$ cat src/rtl/debounce_pkg.sv
// Shared types and sizing helpers for the multi-channel button debouncer.
// Latency: n/a (types and constant functions only).
// Backpressure: n/a.
package debounce_pkg;

   // Per-channel debounce FSM states.
   typedef enum logic [1:0] {
      IDLE        = 2'd0,
      ARM_PRESS   = 2'd1,
      HELD        = 2'd2,
      ARM_RELEASE = 2'd3
   } deb_state_t;

   localparam int MAX_NCH = 32;

   // Counter width for a count range of n cycles; never narrower than 1 bit.
   function automatic int deb_cnt_width(input int n);
      return (n <= 2) ? 1 : $clog2(n);
   endfunction

   function automatic int deb_max(input int a, input int b);
      return (a > b) ? a : b;
   endfunction

endpackage

$ cat src/rtl/debounce_channel.sv
// One debounced button: 2-flop synchronizer, stability FSM, optional auto-repeat.
// Latency: raw edge to level change is STABLE_CYCLES+2 cycles; pulses coincide with the level change.
// Backpressure: none; all outputs are free-running levels/one-cycle pulses.
//
// Ports: clk, rst (sync, active-high), button (raw async level),
//        level (debounced, 1 = pressed), press_pulse, release_pulse, repeat_pulse.
// Optional feature: DEBOUNCER_REPEAT_EN enables the auto-repeat counter;
// otherwise repeat_pulse is tied low and no repeat logic exists.
module debounce_channel
   import debounce_pkg::*;
#(
   parameter int PRESSED_VALUE = 1,
   parameter int STABLE_CYCLES = 250000,
   parameter int REPEAT_DELAY  = 25000000,
   parameter int REPEAT_PERIOD = 5000000
) (
   input  logic clk,
   input  logic rst,
   input  logic button,
   output logic level,
   output logic press_pulse,
   output logic release_pulse,
   output logic repeat_pulse
);

   localparam int             CW       = deb_cnt_width(STABLE_CYCLES);
   localparam logic [CW-1:0]  CNT_LAST = CW'(STABLE_CYCLES - 1);

   // Polarity is folded in ahead of the flops so that the reset value of the
   // synchronizer (0) always reads as "released", whatever the pressed level.
   // This is a constant inversion and adds no timing to the path.
   logic btn_norm;
   logic sync_q1;
   logic sync_q2;

   assign btn_norm = (PRESSED_VALUE != 0) ? button : ~button;

   always_ff @(posedge clk) begin
      if (rst) begin
         sync_q1 <= 1'b0;
         sync_q2 <= 1'b0;
      end else begin
         sync_q1 <= btn_norm;
         sync_q2 <= sync_q1;
      end
   end

   logic pressed;
   assign pressed = sync_q2;

   deb_state_t     state, state_nxt;
   logic [CW-1:0]  cnt, cnt_nxt;
   logic           press_nxt;
   logic           release_nxt;
   logic           level_nxt;

   always_ff @(posedge clk) begin
      if (rst) begin
         state         <= IDLE;
         cnt           <= '0;
         level         <= 1'b0;
         press_pulse   <= 1'b0;
         release_pulse <= 1'b0;
      end else begin
         state         <= state_nxt;
         cnt           <= cnt_nxt;
         level         <= level_nxt;
         press_pulse   <= press_nxt;
         release_pulse <= release_nxt;
      end
   end

   // The counter only advances while arming; every transition leaves it at 0.
   always_comb begin
      state_nxt   = state;
      cnt_nxt     = '0;
      press_nxt   = 1'b0;
      release_nxt = 1'b0;
      case (state)
         IDLE: begin
            if (pressed) state_nxt = ARM_PRESS;
         end
         ARM_PRESS: begin
            if (!pressed) begin
               state_nxt = IDLE;
            end else if (cnt == CNT_LAST) begin
               state_nxt = HELD;
               press_nxt = 1'b1;
            end else begin
               cnt_nxt = cnt + 1'b1;
            end
         end
         HELD: begin
            if (!pressed) state_nxt = ARM_RELEASE;
         end
         ARM_RELEASE: begin
            if (pressed) begin
               state_nxt = HELD;
            end else if (cnt == CNT_LAST) begin
               state_nxt   = IDLE;
               release_nxt = 1'b1;
            end else begin
               cnt_nxt = cnt + 1'b1;
            end
         end
         default: state_nxt = IDLE;
      endcase
      level_nxt = (state_nxt == HELD) || (state_nxt == ARM_RELEASE);
   end

`ifdef DEBOUNCER_REPEAT_EN
   localparam int             RW        = deb_cnt_width(deb_max(REPEAT_DELAY, REPEAT_PERIOD));
   localparam logic [RW-1:0]  DLY_LAST  = RW'(REPEAT_DELAY - 1);
   localparam logic [RW-1:0]  PER_LAST  = RW'(REPEAT_PERIOD - 1);

   logic [RW-1:0] rep_cnt;
   logic          rep_first;
   logic          rep_stay;
   logic          rep_hit;

   // Count only on cycles that start and end in a held state: the press edge
   // itself restarts the count, and the release edge clears it, so a repeat
   // never coincides with a press or release pulse.
   assign rep_stay = ((state == HELD) || (state == ARM_RELEASE)) && level_nxt;
   assign rep_hit  = rep_first ? (rep_cnt == DLY_LAST) : (rep_cnt == PER_LAST);

   always_ff @(posedge clk) begin
      if (rst || !rep_stay) begin
         rep_cnt      <= '0;
         rep_first    <= 1'b1;
         repeat_pulse <= 1'b0;
      end else if (rep_hit) begin
         rep_cnt      <= '0;
         rep_first    <= 1'b0;
         repeat_pulse <= 1'b1;
      end else begin
         rep_cnt      <= rep_cnt + 1'b1;
         repeat_pulse <= 1'b0;
      end
   end
`else
   logic unused_rep_cfg;
   assign unused_rep_cfg = (REPEAT_DELAY > REPEAT_PERIOD);
   assign repeat_pulse   = 1'b0;
`endif

endmodule

$ cat src/rtl/multi_debouncer.sv
// NCH independent button debouncers with press/release/auto-repeat pulses.
// Latency: raw edge to o_level change (and its pulse) is STABLE_CYCLES+2 cycles.
// Backpressure: none; outputs are levels and one-cycle pulses.
//
// Ports: clk, rst (sync, active-high), i_button[NCH] raw levels,
//        o_level[NCH] debounced state, o_press/o_release/o_repeat[NCH] pulses.
// Optional feature: define DEBOUNCER_REPEAT_EN for auto-repeat; without it
// o_repeat is all zeros and the port list is the same.
module multi_debouncer
   import debounce_pkg::*;
#(
   parameter int NCH           = 4,
   parameter int PRESSED_VALUE = 1,
   parameter int STABLE_CYCLES = 250000,
   parameter int REPEAT_DELAY  = 25000000,
   parameter int REPEAT_PERIOD = 5000000
) (
   input  logic           clk,
   input  logic           rst,
   input  logic [NCH-1:0] i_button,
   output logic [NCH-1:0] o_level,
   output logic [NCH-1:0] o_press,
   output logic [NCH-1:0] o_release,
   output logic [NCH-1:0] o_repeat
);

   for (genvar ch = 0; ch < NCH; ch++) begin : g_ch
      debounce_channel #(
         .PRESSED_VALUE (PRESSED_VALUE),
         .STABLE_CYCLES (STABLE_CYCLES),
         .REPEAT_DELAY  (REPEAT_DELAY),
         .REPEAT_PERIOD (REPEAT_PERIOD)
      ) u_chan (
         .clk           (clk),
         .rst           (rst),
         .button        (i_button[ch]),
         .level         (o_level[ch]),
         .press_pulse   (o_press[ch]),
         .release_pulse (o_release[ch]),
         .repeat_pulse  (o_repeat[ch])
      );
   end

endmodule

$ cat config.mk
export PLATFORM = sky130hd
export DESIGN_NAME = multi_debouncer
export DESIGN_NICKNAME = d
export VERILOG_FILES = /design/src/rtl/debounce_pkg.sv /design/src/rtl/debounce_channel.sv /design/src/rtl/multi_debouncer.sv
export SDC_FILE = /design/constraint.sdc
export NUM_CORES = 1
export LEC_CHECK = 0
export ABC_AREA = 1
export CAP_MARGIN = 20
export CORE_ASPECT_RATIO = 0.6
export CORE_MARGIN = 2
export CORE_UTILIZATION = 40
export DETAILED_ROUTE_END_ITERATION = 8
export SYNTH_ARGS = -nofsm -noshare
export SYNTH_HDL_FRONTEND = slang
export SYNTH_SLANG_ARGS = --single-unit
export TNS_END_PERCENT = 50
$ cat constraint.sdc
create_clock -name clk -period 1.5 [get_ports clk]
set_clock_uncertainty 0.05 [all_clocks]
set_input_delay 0.375 -clock clk [delete_from_list [all_inputs] [get_ports clk]]
set_output_delay 0.375 -clock clk [all_outputs]
set_load 0.05 [all_outputs]
==> results of run 1 <==
[worst max-delay path: stages, from the launching register on]
cell                      delay, ns
sky130_fd_sc_hd__dfxtp_2       0.35
sky130_fd_sc_hd__ha_4          0.15
sky130_fd_sc_hd__nand2_4       0.05
sky130_fd_sc_hd__nor2_4        0.14
sky130_fd_sc_hd__nand2_2       0.09
sky130_fd_sc_hd__nor3_4        0.25
sky130_fd_sc_hd__nand2_1       0.09
sky130_fd_sc_hd__nand2_1       0.10
sky130_fd_sc_hd__nand2_2       0.07
sky130_fd_sc_hd__nor2_4        0.06
[logic make-up (layout without fill, tap and decap cells)]
group / count (synthesis) / after routing / share of synthesized area
AOI/OAI and AO/OA: 20 / 20 / 0.0253
xor gates and xnor gates: 31 / 31 / 0.0555
adders and majority gates: 4 / 4 / 0.0102
buffers and inverters: 114 / 168 / 0.107
DFF: 100 / 100 / 0.409
other: 1 / 4 / 0.000766
and+or+nand+nor: 428 / 429 / 0.392
[cell usage in the layout (no fill, tap or decap), drive strengths merged]
master,n
a21oi,4
nand3b,1
conb,4
buf,55
nand4,17
clkinv,4
bufinv,1
or2,4
and3,1
ha,4
clkdlybuf4s50,4
o21ai,11
xor2,24
clkbuf,9
inv,93
nor3b,1
dfxtp,100
dlymetal6s2s,1
nand3,45
nor3,21
nand2,157
nor2,182
xnor2,7
o21bai,5
clkinvlp,1
[routing by layer]
layer,wire [um],vias to the layer above,part of all wire,GRT usage
met3,423,8,0.042,0.0414
met5,0,-,0,0
met1,5410,1926,0.54,0.230
met4,57,0,0.0057,0.0344
met2,4100,66,0.41,0.231
li1,-,2233,-,-
[final cells by class]
class | count | area, um2
multi-input combinational | 488 | 2590
sequential | 100 | 2020
timing repair buffer | 60 | 632
clock buffer | 9 | 225
tap | 165 | 206
fill | 1140 | 5880
clock inverter | 7 | 73.8
inverter | 92 | 360
[Yosys cell counts (2+ instances only)]
master                       n  share of area
sky130_fd_sc_hd__xnor2_1     7          0.013
sky130_fd_sc_hd__nor2_2     18          0.023
sky130_fd_sc_hd__nand4_1    17          0.022
sky130_fd_sc_hd__dfxtp_1   100           0.41
sky130_fd_sc_hd__o21ai_0    10          0.010
sky130_fd_sc_hd__nor3_2      3         0.0061
sky130_fd_sc_hd__inv_4       2         0.0026
sky130_fd_sc_hd__nand3_1    42          0.043
sky130_fd_sc_hd__nor3_1     17          0.017
sky130_fd_sc_hd__or2_1       4         0.0051
sky130_fd_sc_hd__nand3_2     3         0.0061
sky130_fd_sc_hd__nor2_4      8          0.018
sky130_fd_sc_hd__a21oi_1     3         0.0031
sky130_fd_sc_hd__inv_1      87          0.067
sky130_fd_sc_hd__xor2_1     24          0.043
sky130_fd_sc_hd__nand2_1   147           0.11
sky130_fd_sc_hd__nor2_1    156           0.12
sky130_fd_sc_hd__nand2_2     9          0.011
sky130_fd_sc_hd__ha_1        4          0.010
sky130_fd_sc_hd__inv_2       3         0.0023
sky130_fd_sc_hd__buf_4      16          0.025
sky130_fd_sc_hd__buf_6       4         0.0092
sky130_fd_sc_hd__o21bai_1    5         0.0077
[how the worst min path moves through the flow]
stage | startpoint | endpoint | cells past startpoint
6_report | g_ch[3].u_chan.sync_q1 | g_ch[3].u_chan.pressed | 2
5_1_grt | g_ch[1].u_chan.sync_q1 | g_ch[1].u_chan.pressed | 2
4_1_cts | g_ch[3].u_chan.sync_q1 | g_ch[3].u_chan.pressed | 2
3_5_place_dp | g_ch[2].u_chan.sync_q1 | g_ch[2].u_chan.pressed | 2
3_3_place_gp | g_ch[2].u_chan.sync_q1 | g_ch[2].u_chan.pressed | 2
2_1_floorplan | g_ch[0].u_chan.sync_q1 | g_ch[0].u_chan.pressed | 2
[flip-flops by register name, indices dropped and copies added, names as in the netlist]
signal and flops:
g_ch.u_chan.level 4, g_ch.u_chan.cnt 72, g_ch.u_chan.state 8, g_ch.u_chan.press_pulse 4, g_ch.u_chan.pressed 4, g_ch.u_chan.release_pulse 4
g_ch.u_chan.sync_q1 4
[power breakdown]
group          internal, mW  total (mW)  leakage, nW  switching [mW]
Clock                  1.30        2.33        0.146            1.02
Combinational        0.0265      0.0768         1.36          0.0503
Sequential             2.67        2.67        0.814         0.00818
Total                  3.99        5.08         2.32            1.08
[what timing repair did]
item	in CTS	in global routing
setup buffers	0	6
gates cloned	1	0
endpoints found under the setup margin	33	80
pin swaps	2	23
resized for setup	6	73
==> summary.txt, run 1 <==
Placement
  • DP Wirelength: 7340 um
  • Final Wtd Congestion: 0.867
  • Port buffer count: 17
  • Area after detailed placement: 5520 um2
  • Number of placed instances with taps included: 898
  • Place WS: -0.297 ns

Clock network
  • Number of sinks on the clock net: 100
  • Clock buffers created by TritonCTS: 9
  • Depth of the CTS H-tree: 3
  • CTS Hold Bufs: 0
  • TritonCTS clock tree: yes
  • Skew-Pair Late Insertion Delay: 0.34 ns
  • Clock slew at reported path FFs: 0.07 ns
  • Maximum clock insertion buffer count: 2
  • Root Driver: sky130_fd_sc_hd__clkbuf_16

Power and ir drop
  • Power after layout: 5.08 mW
  • Worst supply voltage drop on vdd: 0.446 mV
  • Reported leakage power: 2.32 nW
  • Power per unit of standard cell area: 831 nW/um2

Logic synthesis
  • Share of synthesized flip-flops with an asynchronous set or reset: 0
  • Average cell area after synthesis: 7.01 um2
  • EDFF count, synth: 0
  • Flip-flop and latch count after synthesis: 100
  • Count of yosys warnings during synthesis: 0
  • Total standard cell area after synthesis: 4900 um2
  • Unique masters post-synth: 32
  • Portion of the post-synthesis area used by sequential elements: 0.409
  • Synthesized netlist cell count: 698
  • Most used DFF post-synth: sky130_fd_sc_hd__dfxtp_1

Worst setup path
  • Element type at the critical path end: flop
  • Launching element type of the critical path: flop
  • Worst EP arrival: 1.70 ns
  • Highest fanout seen on the critical path: 4
  • Setup slack of the worst register-to-register path: 0.03 ns
  • Required @ worst endpoint: 1.74 ns
  • Worst R2R Start: g_ch[2].u_chan.cnt[1]
  • Worst reg-to-reg path cell count: 9
  • Startpoint of the worst setup timing path: g_ch[2].u_chan.cnt[1]
  • Critical path type: flop to flop
  • Worst setup path endpoint: g_ch[2].u_chan.cnt[16]
  • Terminus of the critical flop-to-flop path: g_ch[2].u_chan.cnt[16]

Final layout
  • Number of diodes added for antenna fixing: 0
  • Net count reported at finish: 761
  • Post-layout instance area: 6110 um2
  • Count of non-filler cells in the finished layout: 921
  • Core occupancy in the finished layout: 0.510
  • Fraction of final layout cells with drive strength greater than 1: 0.229
  • Layout overhead on the synthesized area: 24.8%

STA
  • Fin. Hold Viols: 0
  • Tmin final: 1.47 ns
  • Worst hold-check slack: 0.357 ns
  • Final worst slack: 0.0348 ns
  • Final cycle utilization of the critical path: 0.977
  • Setup Total Neg Slack: 0 ns
  • Max Transition Viols Final: 0
  • Maximum operating frequency: 682 MHz
  • Unrepaired setup endpoints after global routing: yes
  • Final setup violation count: 0

Detailed routing
  • DRC: 0
  • Aggregate routed wire length: 10000 um
  • Length of the first detailed-routing pass in iterations: 4
  • Wire per inst: 10.9 um
  • Vias per cell: 4.60
  • DR vias: 4,233
  • DR iter-0 viols: 224
  • Residual antenna-violating net count after detailed routing: 0

Run
  • Max-cap violations: 0

GRT
  • Number of global-route vias before repair: 3,705
  • Residual overflow from global routing: 0
  • Largest net degree at the start of global routing: 18
  • Global routing usage summed across all routing layers: 0.157
  • Number of antenna violations at the first check in global routing: 0
  • Wire length of the first global-routing pass: 16,800 um

Floorplan
  • Y dimension of the die: 89.7 um
  • Die ar.: 13,200 um2
  • Row cnt: 31
  • CORE AREA: 12,000 um2
  • Io pins: 22
  • Initial core utilization: 0.408
  • Die width: 147 um

Run status
  • Status: finished, final reports clean

Hold path
  • Worst hold-check path type: flop to flop
(Power assumes the default switching activity.)
==> run 2, diff against run 1 <==
SKIP_CTS_REPAIR_TIMING = 1   (was unset)
==> run 2 against run 1 <==
Effect of this change:
- combinational power barely moved
- global-route usage fell by 0.27 points
- design area fell by 0.90%
- non-clock buffer count fell by 2
- via count fell by 0.38%
- final cell count fell by 0.22%
- highest routed layer unchanged
==> summary.txt, run 2 (synthesized netlist as in run 1, its figures left out) <==
Clock network
  • Number of sinks on the clock net: 100 (unchanged)
  • Maximum clock insertion buffer count: 2 (unchanged)
  • Clock buffers created by TritonCTS: 9 (unchanged)
  • Skew-Pair Late Insertion Delay: 0.34 ns (about the same)
  • Clock slew at reported path FFs: 0.07 ns (about the same)
  • Root Driver: sky130_fd_sc_hd__clkbuf_16
  • Depth of the CTS H-tree: 3 (unchanged)
  • TritonCTS clock tree: yes

STA
  • Fin. Hold Viols: 0 (unchanged)
  • Unrepaired setup endpoints after global routing: yes
  • Setup Total Neg Slack: 0 ns (unchanged)
  • Worst hold-check slack: 0.359 ns (+0.00138 ns)
  • Final cycle utilization of the critical path: 0.976 (about the same)
  • Max Transition Viols Final: 0 (unchanged)
  • Final setup violation count: 0 (unchanged)
  • Maximum operating frequency: 683 MHz (about the same)
  • Tmin final: 1.46 ns (-0.00135 ns)

Worst setup path
  • Worst reg-to-reg path cell count: 9 (unchanged)
  • Highest fanout seen on the critical path: 4 (unchanged)
  • Element type at the critical path end: flop
  • Worst EP arrival: 1.70 ns (about the same)
  • Setup slack of the worst register-to-register path: 0.04 ns (about the same)
  • Worst R2R Start: g_ch[2].u_chan.cnt[1]
  • Critical path type: flop to flop
  • Terminus of the critical flop-to-flop path: g_ch[2].u_chan.cnt[16]
  • Required @ worst endpoint: 1.73 ns (about the same)
  • Launching element type of the critical path: flop

Final layout
  • Fraction of final layout cells with drive strength greater than 1: 0.218 (-0.0113)
  • Filler cells: 1,153 (+1.1%)
  • Net count reported at finish: 759 (-0.26%)
  • Layout overhead on the synthesized area: 23.7%
  • Highest-count cells in the layout ignoring fill and taps: 146 x sky130_fd_sc_hd__nor2_1, 140 x sky130_fd_sc_hd__nand2_1, 88 x sky130_fd_sc_hd__dfxtp_1, 83 x sky130_fd_sc_hd__inv_1, 40 x sky130_fd_sc_hd__buf_4
  • Core occupancy in the finished layout: 0.505 (-0.00459)
  • Register ranked first by flip-flop count: g_ch.u_chan.cnt
  • Count of non-filler cells in the finished layout: 919 (-0.22%)
  • Number of flip-flops in the largest register: 72 (unchanged)
  • Commonest non-fill, non-tap cell in the layout: sky130_fd_sc_hd__nor2_1
  • Multi-input gate area in the final layout: 2560 um2 (-1.3%)
  • Sequential cell area: 2020 um2 (about the same)
  • Number of diodes added for antenna fixing: 0 (unchanged)
  • Biggest registers after layout: g_ch.u_chan.cnt x72, g_ch.u_chan.state x8

Floorplan
  • Die width: 147 um (unchanged)
  • Initial core utilization: 0.408 (unchanged)
  • CORE AREA: 12,000 um2 (unchanged)
  • Row cnt: 31 (unchanged)
  • Die ar.: 13,200 um2 (unchanged)
  • Io pins: 22 (unchanged)
  • Y dimension of the die: 89.7 um (unchanged)

Run status
  • Status: finished, final reports clean

Detailed routing
  • Aggregate routed wire length: 9930 um (-0.65%)
  • DR iter-0 viols: 191 (-15%)
  • DR vias: 4,217 (-0.38%)
  • DRC: 0 (unchanged)
  • Wire per inst: 10.8 um (-0.43%)
  • Vias per cell: 4.59 (-0.16%)
  • Length of the first detailed-routing pass in iterations: 4 (unchanged)
  • Residual antenna-violating net count after detailed routing: 0 (unchanged)

GRT
  • Number of global-route vias before repair: 3,679 (-0.70%)
  • Wire length of the first global-routing pass: 16,600 um (-1.4%)
  • Global routing usage summed across all routing layers: 0.154 (-0.00267)
  • Largest net degree at the start of global routing: 18 (unchanged)
  • Residual overflow from global routing: 0 (unchanged)
  • Number of antenna violations at the first check in global routing: 0 (unchanged)

Run
  • Max-cap violations: 0 (unchanged)

Power and ir drop
  • Reported leakage power: 2.30 nW (-1.3%)
  • Power after layout: 5.08 mW (about the same)
  • Worst supply voltage drop on vdd: 0.448 mV (+0.34%)
  • Power per unit of standard cell area: 839 nW/um2 (+0.93%)

Hold path
  • Worst hold-check path type: flop to flop
  • Instance count along the most critical hold path: 2 (unchanged)
  • Worst hold start: g_ch[3].u_chan.sync_q1
  • Hold Path End: g_ch[3].u_chan.pressed

Placement
  • Port buffer count: 17 (unchanged)
  • Number of placed instances with taps included: 898 (unchanged)
  • DP Wirelength: 7340 um (unchanged)
  • Final Wtd Congestion: 0.867 (unchanged)
[run 2: layer usage]
layer | vias to the layer above | track usage | wire length, um
li1 | 2231 | - | -
met4 | 0 | 0.0344 | 46
met2 | 51 | 0.228 | 4070
met3 | 6 | 0.0414 | 401
met1 | 1929 | 0.225 | 5420
met5 | - | 0 | 0
[run 2: how the worst max path moves through the flow]
stage                                   to  slack (ns)             startpoint
floorplan            g_ch[3].u_chan.cnt[0]       0.007  g_ch[3].u_chan.cnt[0]
global placement    g_ch[1].u_chan.cnt[16]       -0.26                    rst
detailed placement  g_ch[3].u_chan.cnt[12]       -0.30                    rst
CTS                 g_ch[1].u_chan.cnt[16]       -0.11  g_ch[1].u_chan.cnt[0]
global route        g_ch[2].u_chan.cnt[16]       -0.09  g_ch[2].u_chan.cnt[1]
finish              g_ch[2].u_chan.cnt[16]        0.04  g_ch[2].u_chan.cnt[1]
[run 2: through the flow]
step / setup slack (ns) / cell area, um2
floorplan: 0.00690 / 4910
global placement: -0.263 / 5520
detailed placement: -0.297 / 5520
CTS: -0.115 / 5820
global route: -0.0852 / 6050
finish: 0.0361 / 6050
[run 2: critical path, stage by stage, from the launching register on]
cell and delay (ns):
sky130_fd_sc_hd__dfxtp_2 0.35, sky130_fd_sc_hd__ha_4 0.15, sky130_fd_sc_hd__nand2_4 0.05, sky130_fd_sc_hd__nor2_4 0.14
sky130_fd_sc_hd__nand2_2 0.09, sky130_fd_sc_hd__nor3_4 0.25, sky130_fd_sc_hd__nand2_1 0.09, sky130_fd_sc_hd__nand2_1 0.10
sky130_fd_sc_hd__nand2_2 0.07, sky130_fd_sc_hd__nor2_4 0.06
[run 2: layout make-up]
type                       count  area share
clock buffer                   9      0.0372
tap                          165      0.0341
sequential                   100       0.333
multi-input combinational    488       0.423
inverter                      92      0.0591
clock inverter                 7      0.0122
timing repair buffer          58       0.101
[run 2: power by group]
group | switching, mW | internal (mW) | leakage, nW
clock | 1.03 | 1.30 | 0.146
sequential | 0.00796 | 2.67 | 0.813
combinational | 0.0506 | 0.0264 | 1.34
